==> src/rtl/udp_reg_readback.sv <==
// udp_reg_readback: snapshots the register file on each write-complete pulse and streams it as one UDP payload frame
module udp_reg_readback #(
   parameter int Nregs = 16,
   parameter logic [15:0] MAGIC = 16'hA55A
) (
   input  logic                   clk,
   input  logic                   rst,
   input  logic                   dv_in,
   input  logic [Nregs-1:0][31:0] wr_val,
   output logic                   m_tvalid,
   input  logic                   m_tready,
   output logic [7:0]             m_tdata,
   output logic                   m_tlast,
   output logic                   m_tuser,
   output logic                   busy,
   output logic [15:0]            seq_out,
   output logic [7:0]             drop_cnt
);
   localparam logic [15:0] LAST = 16'(8 + 4 * Nregs - 1);
   localparam logic [15:0] NREGS16 = 16'(Nregs);
   typedef enum logic [1:0] {IDLE, HDR, DATA} state_t;
   state_t state, state_n;
   logic [15:0] cnt, cnt_n, seq_n;
   logic [Nregs-1:0][31:0] snap, snap_n;
   logic pend, pend_n, fire, done, start, last_n;
   logic [7:0] drop_n, hdr_b, dat_b, data_n;
   logic [31:0] word;
   assign m_tuser = 1'b0;
   // next state, request bookkeeping and the byte to present after the edge; the snapshot shifts down one
   // register per four data bytes so the current register always sits in snap[0]
   always_comb begin
      fire = m_tvalid & m_tready;
      done = fire & m_tlast;
      state_n = state;
      cnt_n = cnt;
      snap_n = snap;
      seq_n = seq_out;
      pend_n = pend;
      drop_n = drop_cnt;
      start = 1'b0;
      if (state == IDLE) start = dv_in;
      else begin
         if (dv_in & pend & !done) drop_n = (drop_cnt == 8'hFF) ? drop_cnt : drop_cnt + 8'd1;
         if (dv_in) pend_n = 1'b1;
         if (fire) begin
            cnt_n = cnt + 16'd1;
            if (state == HDR && cnt == 16'd7) state_n = DATA;
            if (state == DATA && cnt[1:0] == 2'd3) snap_n = snap >> 32;
            if (m_tlast) begin
               seq_n = seq_out + 16'd1;
               start = pend | dv_in;
               pend_n = pend & dv_in;
               state_n = IDLE;
            end
         end
      end
      if (start) begin
         state_n = HDR;
         cnt_n = 16'd0;
         snap_n = wr_val;
      end
      word = snap_n[0];
      hdr_b = cnt_n[2:0] == 3'd0 ? MAGIC[15:8] :
              cnt_n[2:0] == 3'd1 ? MAGIC[7:0] :
              cnt_n[2:0] == 3'd2 ? seq_n[15:8] :
              cnt_n[2:0] == 3'd3 ? seq_n[7:0] :
              cnt_n[2:0] == 3'd4 ? NREGS16[15:8] :
              cnt_n[2:0] == 3'd5 ? NREGS16[7:0] : 8'd0;
      dat_b = cnt_n[1:0] == 2'd0 ? word[31:24] :
              cnt_n[1:0] == 2'd1 ? word[23:16] :
              cnt_n[1:0] == 2'd2 ? word[15:8] : word[7:0];
      data_n = state_n == IDLE ? 8'd0 : cnt_n < 16'd8 ? hdr_b : dat_b;
      last_n = state_n == DATA && cnt_n == LAST;
   end
   // state and registered outputs
   always_ff @(posedge clk or posedge rst) begin
      if (rst) begin
         state <= IDLE;
         cnt <= 16'd0;
         snap <= '0;
         pend <= 1'b0;
         seq_out <= 16'd0;
         drop_cnt <= 8'd0;
         m_tvalid <= 1'b0;
         m_tdata <= 8'd0;
         m_tlast <= 1'b0;
         busy <= 1'b0;
      end else begin
         state <= state_n;
         cnt <= cnt_n;
         snap <= snap_n;
         pend <= pend_n;
         seq_out <= seq_n;
         drop_cnt <= drop_n;
         m_tvalid <= state_n != IDLE;
         m_tdata <= data_n;
         m_tlast <= last_n;
         busy <= state_n != IDLE;
      end
   end
endmodule
==> config.mk <==
export PLATFORM = sky130hd
export DESIGN_NAME = udp_reg_readback
export DESIGN_NICKNAME = d
export VERILOG_FILES = /design/src/rtl/udp_reg_readback.sv
export SDC_FILE = /design/constraint.sdc
export NUM_CORES = 1
export LEC_CHECK = 0
export CAP_MARGIN = 0
export CORE_MARGIN = 8
export CORE_UTILIZATION = 35
export CTS_CLUSTER_DIAMETER = 200
export DETAILED_ROUTE_END_ITERATION = 10
export PLACE_DENSITY = 0.56
export SLEW_MARGIN = 20
export SYNTH_ARGS = -nofsm -noshare
export SYNTH_HDL_FRONTEND = slang
export SYNTH_SLANG_ARGS = --single-unit
==> constraint.sdc <==
create_clock -name clk -period 23 [get_ports clk]
set_input_delay 4.6 -clock clk [delete_from_list [all_inputs] [get_ports clk]]
set_output_delay 4.6 -clock clk [all_outputs]
set_load 0.03 [all_outputs]
Word-level counts from Yosys, hierarchy flattened

Index checks and enable logic that the tools add are counted.

Register bits after elaboration: 565
Memory bits (read-only): 0
Logic and storage cells: 95
Memories kept: 0
Bits in latches: 0
Output and inout bits: 36
Bits of input ports: 516
RAM bits: 0

Bitwise operators: 7
Divide/modulo/power cells: 0
Reduce and logical (&&, ||, !) cells: 13
$lt $le $gt $ge: 1
Eq/ne operators: 15
Add/sub/neg operators: 3
$mul: 0
Muxes and demuxes: 32
Shifts and indexed selects: 0

Operators by type and width:

| operator                | number |
|---|---|
| $mux W512               | 4 |
| $mux W16                | 6 |
| $mux W8                 | 9 |
| $add A16 B1 Y16 const B | 2 |
| $eq A16 B3 Y1 const B   | 1 |
| $eq A16 B7 Y1 const B   | 1 |
| $lt A16 B4 Y1 const B   | 1 |
| $mux W2                 | 5 |
| $mux W5                 | 2 |
| $add A8 B1 Y8 const B   | 1 |
| $eq A2 B2 Y1 const B    | 4 |
| $eq A8 B8 Y1 const B    | 1 |
| $eq A3 B2 Y1 const B    | 2 |
| $eq A3 B3 Y1 const B    | 2 |
| $logic_not A2 Y1        | 3 |
| $mux W1                 | 6 |
| $reduce_and A3 Y1       | 2 |
| $reduce_bool A2 Y1      | 3 |
| $and A1 B1 Y1           | 4 |
| $eq A2 B1 Y1 const B    | 2 |
| $eq A3 B1 Y1 const B    | 1 |
| $logic_and A1 B1 Y1     | 3 |
| $logic_not A3 Y1        | 1 |
| $ne A2 B2 Y1 const B    | 1 |
| other kinds (3)         | 4 |

Longest topological paths before layout

Gate-level depths: netlist of the first run.

Depth after elaboration: 14
Depth in mapped cells: 10

Least setup slack after synthesis of the first run

No wires, ideal clock.

Kind: input -> register
Start point: input m_tready
End point: register m_tdata[5]
Data required time: 22850 ps
Stages: 9
Library setup time: 150 ps
Setup slack: 16793 ps
Arrival time: 6056 ps
Path through: o211ai_4 buf_6 nor4_4 a31oi_1 a221oi_2 a41o_2 buf_6 o211a_1 nor3_2

Cells in the longest elaborated chain, start to end: 11

RTL lines:

| item                                                  | line | RTL |
|---|---|---|
| start, declared                                       | 11   | `input logic m_tready,` |
| $and A1 B1 Y1 (*)                                     | 32   | `fire = m_tvalid & m_tready;` |
| branches (longest 9 deep; another with $lt A16 B4 Y1) | --   |  |
| $mux W8 (*)                                           | 72   | `data_n = state_n == IDLE ? 8'd0 : cnt_n < 16'd8 ? hdr_b : dat_b;` |
| net data_n[5]                                         | 26   | `logic [7:0] drop_n, hdr_b, dat_b, data_n;` |
| end signal, assigned                                  | 96   | `m_tdata <= data_n;` |
| end, declared                                         | 12   | `output logic [7:0] m_tdata,` |

Mark *: on every way through the listed nets, which the timed path passes. The select of a mux whose other input is x is not followed.
A chain may end at the register's enable or synchronous reset.

Worst setup path after layout of the first run

Start point: input m_tready
End point: register snap[345] (netlist bit)

Cells in the longest elaborated chain, start to end: 5

RTL lines:

| item                                                                | line | RTL |
|---|---|---|
| $and A1 B1 Y1 (*)                                                   | 32   |  |
| $mux W1                                                             | 45   | `if (fire) begin` |
| $mux W1                                                             | 41   | `if (state == IDLE) start = dv_in;` |
| $ne A2 B2 Y1 (no source line) or $reduce_bool A2 Y1 (tied branches) | --   |  |
| $reduce_and A3 Y1 (no source line)                                  | --   |  |
| end signal, assigned                                                | 91   | `snap <= snap_n;` |
| end, declared                                                       | 24   | `logic [Nregs-1:0][31:0] snap, snap_n;` |

Every way passes the cells marked *; elsewhere a longest branch is shown, timed or not.

==> results of run 1 <==
==> through the flow <==
step	std cells	hold WS, ns	util
final	4506	0.497	0.465
after global routing	4498	0.515	0.465
after CTS	4487	0.499	0.465
after detailed placement	4364	0.484	0.434
after global placement	4364	0.482	0.434
after floorplan	3067	0.466	-
==> flip-flops by register name, summed over array words and instances (netlist names) <==
signal,cells
busy,1
snap,512
state,2
drop_cnt,8
seq_out,16
cnt,16
m_tdata,8
m_tlast,1
pend,1
==> metal layers <==
layer | up-vias | share of wire | routed length [um] | GRT usage
met4 | 42 | 0.029 | 2700 | 0.0732
met3 | 165 | 0.066 | 6090 | 0.0594
met5 | - | 0.0030 | 277 | 0
met2 | 596 | 0.47 | 43500 | 0.344
met1 | 11200 | 0.43 | 40400 | 0.284
li1 | 11200 | - | - | -
==> cells in the final DEF (no fill, tap or decap), types with 8 or more instances in the layout <==
cell type,instances
sky130_fd_sc_hd__xor2_1,19
sky130_fd_sc_hd__nand2_1,1019
sky130_fd_sc_hd__diode_2,19
sky130_fd_sc_hd__clkbuf_16,70
sky130_fd_sc_hd__a21oi_1,25
sky130_fd_sc_hd__dfrtp_1,565
sky130_fd_sc_hd__clkinv_2,12
sky130_fd_sc_hd__clkdlybuf4s50_1,550
sky130_fd_sc_hd__o22a_1,9
sky130_fd_sc_hd__nand4_1,11
sky130_fd_sc_hd__clkbuf_1,20
sky130_fd_sc_hd__a211oi_1,8
sky130_fd_sc_hd__mux2i_1,14
sky130_fd_sc_hd__clkbuf_8,15
sky130_fd_sc_hd__a31oi_1,471
sky130_fd_sc_hd__nor2_1,521
sky130_fd_sc_hd__nand3_1,45
sky130_fd_sc_hd__o21ai_0,8
sky130_fd_sc_hd__buf_4,20
sky130_fd_sc_hd__nor3_1,11
sky130_fd_sc_hd__xnor2_1,20
==> power by group through the flow <==
stage          combinational [W]  sequential, W  clock, W
2_1_floorplan           0.000804        0.00166         0
3_3_place_gp             0.00108        0.00176         0
3_5_place_dp             0.00110        0.00175         0
4_1_cts                  0.00111        0.00174   0.00109
5_1_grt                  0.00125        0.00180   0.00112
6_report                 0.00110        0.00175   0.00107
==> worst max path at each step <==
stage,from,end,slack (ns),cells after the start
floorplan,rst,busy$_DFF_PP0_,2.60,1
global placement,m_tready,snap[177]$_DFFE_PP0P_,13.93,8
detailed placement,m_tready,snap[238]$_DFFE_PP0P_,13.90,8
CTS,m_tready,snap[288]$_DFFE_PP0P_,14.53,8
global route,m_tready,snap[304]$_DFFE_PP0P_,14.09,8
finish,m_tready,snap[345]$_DFFE_PP0P_,14.36,8
==> critical path, stage by stage <==
cell and delay (ns):
sky130_fd_sc_hd__clkdlybuf4s50_1 0.57, sky130_fd_sc_hd__and4b_1 0.32, sky130_fd_sc_hd__nand2_4 0.39, sky130_fd_sc_hd__buf_4 0.87
sky130_fd_sc_hd__buf_4 0.92, sky130_fd_sc_hd__buf_4 0.92, sky130_fd_sc_hd__nand2_1 0.15, sky130_fd_sc_hd__a31oi_1 0.21
==> area by class of cell <==
type / instances / share of cell area
clock buffers: 105 / 0.0599
multi-input cells: 2260 / 0.312
repair buffers: 575 / 0.169
clock inverters: 18 / 0.00523
flip-flops and latches: 565 / 0.416
well taps: 959 / 0.0353
diodes: 19 / 0.00140
inverters: 5 / 0.000921
==> logic make-up (layout without fill, tap and decap cells) <==
group,after synthesis,in the layout,share of synthesized area
DFF,565,565,0.549
xor gates and xnor gates,40,40,0.0143
and+or+nand+nor,1648,1648,0.251
AOI/OAI and AO/OA,551,551,0.137
adders and majority gates,3,3,0.00146
other,1,20,0.000146
muxes,17,17,0.00675
buffers and inverters,242,703,0.0406
==> flow_results.org, run 1 <==
** Place
- Port buffering added 550 buffers.
- After detailed placement, the total cell area comes to 0.0317 mm2.
- At the placement stage, the worst setup path has a slack of roughly 14 ns.
- At the end of routability-driven placement, the weighted congestion stood at 0.835.
- Once detailed placement completed, the half-perimeter wirelength came to 64.7 mm.

** Run status
- Outcome :: finished clean

** STA
- Actual slew at the worst max-slew pin :: 1.15 ns
- Measured against its own limit, the worst slew margin works out to 0.236.
- Period utilization :: 0.376
- The final number of hold-violating endpoints was 0.
- The final number of max-transition violations was 0.
- Crit path time final :: 8.64 ns
- Derived from the worst setup path, the maximum achievable clock frequency is roughly 120 MHz.
- Setup violations remaining at the end of the flow were counted as 0.
- Adding up every negative setup slack in the final design gives 0 ns.
- RSZ-0062 raised after global routing :: no
- For the final database, setup skew stands at 0.0221 ns.
- Setup slack closes at 14.36 ns.

** Clock network
- Clock tree synthesis found a total of 565 sinks.
- TritonCTS built the clock tree.
- CTS H-Tree Depth :: 3
- Post-CTS Setup Inserts :: 0
- In this run, CTS created clock tree buffers numbering 67.
- Post-CTS Hold Fix Bufs :: 0
- The root buffer cell chosen for the clock tree is sky130_fd_sc_hd__clkbuf_16.
- After clock tree synthesis, the clock-pin slew on the worst setup and hold paths is 0.06 ns.
- Total of cells resized after clock tree synthesis :: 0
- Deepest clock path buffer count :: 3
- At the later pin of the worst-skew pair, clock insertion delay measures 0.60 ns.

** Hold path
- Endpoint of the worst hold-timing path :: snap[506]$_DFFE_PP0P_
- Min-Delay Path Depth :: 2
- In this run the most critical hold path is launched from snap[506]$_DFFE_PP0P_.
- Worst min-delay path class :: reg2reg

** Pwr
- Of the total power, registers draw 0.446.
- Of the total power, the share spent switching nets is 0.340.
- Max IR drop VDD :: 75.8 uV
- Sw power :: 0.00133 W
- Total power draw :: 0.00391 W
- Int Power :: 0.00258 W
- Leakage :: 14.9 nW
- PD cells :: 115 mW/mm2
- Relative contribution of the clock network to total power :: 0.273
- Of the total power, combinational logic draws 0.281.

** Die
- Std-Cell Rows :: 99
- Height of the chip :: roughly 290 um
- Width of the die :: ~290 um
- The floorplan step defined a die boundary enclosing 0.0825 mm2.
- I/O pin count :: 552
- The core region is 0.0730 mm2.
- Initial standard-cell utilization of the core :: 0.353

** Layout
- Area added between synthesis and finish :: 31.9%
- In the final layout, flip-flops and latches occupy 0.0141 mm2.
- Of the cells placed in the final design, the portion with a size suffix greater than 1 is 0.0420.
- For this run, the post-layout net count is 3,993.
- Post-route standard cell area excluding fillers :: 0.0340 mm2
- Multi-input combinational cell area :: about 0.011 mm2
- Fill cells in the final layout number 7,316.

** Global route
- Entering global routing, the biggest net connects 260 pins.
- Number of antenna violations at the first check in global routing :: between 40 and 50
- The total overflow left after global routing is 0.
- The first global-routing pass estimated 140 mm of wire.
- Combined global-route utilization of all metal layers :: 0.217
- The via count of the first global-routing pass was 23,000.

** Job
- The tool flagged a number of max-cap violations equal to 0.

** Drt
- The detailed router finished its first iteration with about 1,700 violations.
- After detailed routing, the average wire length per cell comes to 20.6 um.
- Remaining design rule violation count :: 0
- For this block, the routed nets add up to 93.0 mm of wire.
- Using the TritonRoute via totals, the vias-per-cell ratio works out to 5.14.
- Drt first pass iters :: 5
- Via total after detailed routing :: 23,100
- Routed Antenna Nets :: 0

** Critical path
- Data arrival at the endpoint of the critical path :: 9.16 ns
- Critical Path Source Type :: input pin
- In this run the worst path has a maximum fanout of 95.
- Category of the most critical setup path :: in2reg
- At the worst endpoint, the required time is 23.52 ns.
- In this run the critical register-to-register path is captured at snap[345]$_DFFE_PP0P_.
- The worst setup path is captured at a register.
- Setup slack of the worst register-to-register path :: between 15 and 20 ns
- Reg2Reg Launch Point :: cnt[0]$_DFF_PP0_
- The worst register-to-register path has a depth of 7.

** Logic synthesis
- Number of library cell types mapped by synthesis :: just under 60
- The biggest area contributor in the post-synthesis netlist is sky130_fd_sc_hd__dfrtp_1.
- Of the synthesized area, sequential elements account for 0.549.
- By count the netlist is led by 1,020 x sky130_fd_sc_hd__nand2_1, 565 x sky130_fd_sc_hd__dfrtp_1, 521 x sky130_fd_sc_hd__nor2_1.
- The most common cell in the synthesized netlist is sky130_fd_sc_hd__nand2_1.
- Gate count after technology mapping :: 3,067
- The number of nets in the synthesized netlist is 3,586.
- Cells taking the most area after synthesis :: sky130_fd_sc_hd__dfrtp_1 55%, sky130_fd_sc_hd__nand2_1 15%, sky130_fd_sc_hd__a31oi_1 11%, sky130_fd_sc_hd__nor2_1 7.6%, sky130_fd_sc_hd__clkbuf_1 1.9%
- Of the post-synthesis cell area, the dominant cell type holds 0.549.
- Async set-or-reset flop fraction in the synthesized netlist :: 1.00
- The average instance in the mapped netlist occupies 8.39 um2.
- Most frequently used flop master after synthesis :: sky130_fd_sc_hd__dfrtp_1
- Yosys printed 0 warnings.
- Synthesis inferred approximately 570 register bits.
- The mapped netlist covers between 0.02 and 0.03 mm2.
- Post-synth EDFFs :: 0
Power figures use the tool's default switching activity.
==> run 2: changes to the inputs <==
==> constraint.sdc (replaced) <==
create_clock -name clk -period 8.1 [get_ports clk]
set_input_delay 1.62 -clock clk [delete_from_list [all_inputs] [get_ports clk]]
set_output_delay 1.62 -clock clk [all_outputs]
set_load 0.03 [all_outputs]
==> flow_results.org, run 2 (synthesis gave the netlist of run 1 again) <==
** STA
- The worst path in the final design needs a cycle of 4.34 ns, including I/O delays and setup.
- The slack of the critical path came to 3.76 ns (was 14.36 ns).
- RSZ-0062 raised after global routing :: no (unchanged)
- Actual slew at the worst max-slew pin :: 1.34 ns (was 1.15 ns)
- Fmax :: 230 MHz
- The final total negative setup slack came to 0 ns (unchanged).
- Period utilization :: 0.536
- Slew headroom :: 0.108 (was 0.236)
- Number of pins exceeding their max-slew limit in the final report :: 0 (unchanged)
- Final hold vios :: 0 (unchanged)
- Setup Viol. Count Final :: 0 (unchanged)
- The clock tree skew after final layout was 0.0244 ns (was 0.0221 ns).

** Clock network
- Total of cells resized after clock tree synthesis :: 0 (unchanged)
- Inserted Clock Buffers :: 67 (unchanged)
- Deepest clock path buffer count :: 3 (unchanged)
- The sink count of the clock tree was 565 (unchanged).
- The clock insertion delay at the later pin of the skew report is 0.60 ns (about the same).
- The clock tree root buffer cell is sky130_fd_sc_hd__clkbuf_16 (unchanged).
- The cts-stage hold buffer count is 0 (unchanged).
- CTS clk-pin slew, worst paths :: 0.06 ns (about the same)
- CTS H-Tree Depth :: 3 (unchanged)
- The CTS tree is yes (unchanged).
- Post-CTS Setup Inserts :: 0 (unchanged)

** Critical path
- Required time at the worst-slack endpoint :: 8.50 ns (was 23.52 ns)
- Max stage delay cell, worst path :: sky130_fd_sc_hd__clkdlybuf4s50_1 (was sky130_fd_sc_hd__buf_4)
- The startpoint class of the critical path is an input pin (unchanged).
- Cells along the critical path :: clkdlybuf4s50_1 > and3_1 > o22ai_4 > buf_12 > buf_12 > a31oi_1 (was clkdlybuf4s50_1 > and4b_1 > nand2_4 > buf_4 > buf_4 > buf_4 > nand2_1 > a31oi_1)
- The start of the worst register-to-register path is busy$_DFF_PP0_ (was cnt[0]$_DFF_PP0_).
- The cell repeated most along the worst path is sky130_fd_sc_hd__buf_12 (was sky130_fd_sc_hd__buf_4).
- The cell family with the largest share of critical-path delay is buffers and inverters (unchanged).
- The critical-path maximum fanout is 258 (was 95).
- The class of the most critical setup path is in2reg (unchanged).
- The critical path startpoint was m_tready (unchanged).
- The category of the worst setup path capture point is a register (unchanged).
- Sum of buffers and inverters on the critical path :: 3 (was 4)
- Data arrival at the endpoint of the critical path :: 4.74 ns (was 9.16 ns)
- The biggest cell delay along the critical path was 0.55 ns (was 0.92 ns).

** Drt
- The number of vias per cell after detailed routing came to 5.12 (was 5.14).
- The remaining antenna violation count came to 0 (unchanged).
- The number of design rule violations left after detail routing came to 0 (unchanged).
- Via total after detailed routing :: 23,100 (about the same)
- Post-detailed-routing wire length :: 93.5 mm (was 93.0 mm)
- Starting DRT DRC Count :: 1,776 (was 1,740)
- Routed length per placed instance :: 20.7 um (was 20.6 um)
- Drt first pass iters :: 6 (was 5)

** Global route
- Maximum number of pins on one net before global-route repair :: 259 (was 260)
- The initial antenna violation count is 47 (was 41).
- The wire length of the first global-routing pass was 141 mm (was 140 mm).
- The total overflow reported by the global router came to 0 (unchanged).
- Vias in the first global route :: 23,100 (was 23,000)
- The overall global routing resource usage is 0.218 (was 0.217).

** Layout
- The final net count was 3,990 (was 3,993).
- Number of fillers in the final layout :: 7,196 (was 7,316)
- Commonest non-fill, non-tap cells in the layout :: 1,019 x sky130_fd_sc_hd__nand2_1, 565 x sky130_fd_sc_hd__dfrtp_1, 550 x sky130_fd_sc_hd__clkdlybuf4s50_1 (unchanged)
- Commonest non-fill, non-tap cell in the layout :: sky130_fd_sc_hd__nand2_1 (unchanged)
- The combined flip-flop and latch cell area came to 0.0141 mm2 (unchanged).
- Largest reg by FF count :: snap (unchanged)
- Fraction of final layout cells sized beyond drive strength 1 :: 0.0415 (was 0.0420)
- Largest regs :: snap: 512 flops, cnt: 16 flops, seq_out: 16 flops (unchanged)
- The area of combinational cells with multiple inputs was 0.0106 mm2 (unchanged).
- The area added between synthesis and finish came to 32.6% (was 31.9%).
- The number of flip-flops in the largest register is 512 (unchanged).

** Run status
- Outcome: finished clean (unchanged).

** Die
- Floorplan core area :: 0.0730 mm2 (unchanged)
- I/O pin count :: 552 (unchanged)
- The overall die height came to 287 um (unchanged).
- The initial cell density of the core came to 0.353 (unchanged).
- Width of the die :: 287 um (unchanged)
- Die Footprint :: 0.0825 mm2 (unchanged)
- The row count came to 99 (unchanged).

** Place
- Detail Placement HPWL :: 65.0 mm (was 64.7 mm)
- # port buffers :: 550 (unchanged)
- Pre-CTS WS :: 3.30 ns (was 13.90 ns)
- The placer congestion estimate came to 0.875 (was 0.835).

** Job
- # Max-Cap Violations :: 0 (unchanged)

** Pwr
- The power density over cell area was 330 mW/mm2 (was 115 mW/mm2).
- The worst vdd rail ir drop is 158 uV (was 75.8 uV).
- Leakage :: 15.0 nW (was 14.9 nW)

** Hold path
- Source of the worst hold timing path :: snap[508]$_DFFE_PP0P_ (was snap[506]$_DFFE_PP0P_)
- The class of the most critical hold timing path is reg2reg (unchanged).
## run 2: report_power, final
| part | switching [W] | leakage, nW | total (W) | internal (W) |
|---|---|---|---|---|
| combinational | 0.00171 | 7.52 | 0.00312 | 0.00141 |
| clock | 0.00124 | 1.13 | 0.00316 | 0.00191 |
| sequential | 0.000867 | 6.32 | 0.00499 | 0.00413 |
| total | 0.00382 | 15.0 | 0.0113 | 0.00745 |
## run 2: path summary, 6_finish.rpt
path | end | slack (ns) | cells past startpoint
max in group asynchronous | snap[255]$_DFFE_PP0P_ | 5.05 | 4
min in group asynchronous | snap[159]$_DFFE_PP0P_ | 1.53 | 2
hold / removal | snap[508]$_DFFE_PP0P_ | 0.50 | 2
setup reg to reg | snap[278]$_DFFE_PP0P_ | 4.83 | 5
hold reg to reg | snap[508]$_DFFE_PP0P_ | 0.50 | 2
setup / recovery | snap[278]$_DFFE_PP0P_ | 3.76 | 6
## run 2: tightest hold or removal path, stage by stage (launching register included)
cell                      delay, ns
sky130_fd_sc_hd__dfrtp_1       0.34
sky130_fd_sc_hd__nand3_1       0.07
sky130_fd_sc_hd__nand2_1       0.06
## run 2: layout make-up
| class | count | share of cell area |
|---|---|---|
| tap | 959 | 0.0351 |
| clock buffer | 98 | 0.0588 |
| multi-input combinational | 2260 | 0.310 |
| sequential | 565 | 0.414 |
| antenna | 30 | 0.00220 |
| timing repair buffer | 572 | 0.171 |
| clock inverter | 19 | 0.00846 |
| inverter | 5 | 0.000660 |
## run 2: metrics by stage
stage / total power, W / instances / util / hold slack (ns) / cell area [um2]
6_report: 0.0113 / 4508 / 0.468 / 0.496 / 34100
5_1_grt: 0.0120 / 4501 / 0.468 / 0.520 / 34100
4_1_cts: 0.0114 / 4478 / 0.467 / 0.501 / 34100
3_5_place_dp: 0.00814 / 4361 / 0.436 / 0.485 / 31800
3_3_place_gp: 0.00807 / 4361 / 0.436 / 0.484 / 31800
2_1_floorplan: 0.00701 / 3067 / - / 0.466 / 25700
## run 2: metal layers
metal / wire length (um) / up-vias / global-route usage
li1: - / 11100 / -
met1: 39700 / 11100 / 0.279
met2: 44400 / 657 / 0.344
met3: 6290 / 162 / 0.0635
met4: 3000 / 32 / 0.0932
met5: 223 / - / 0
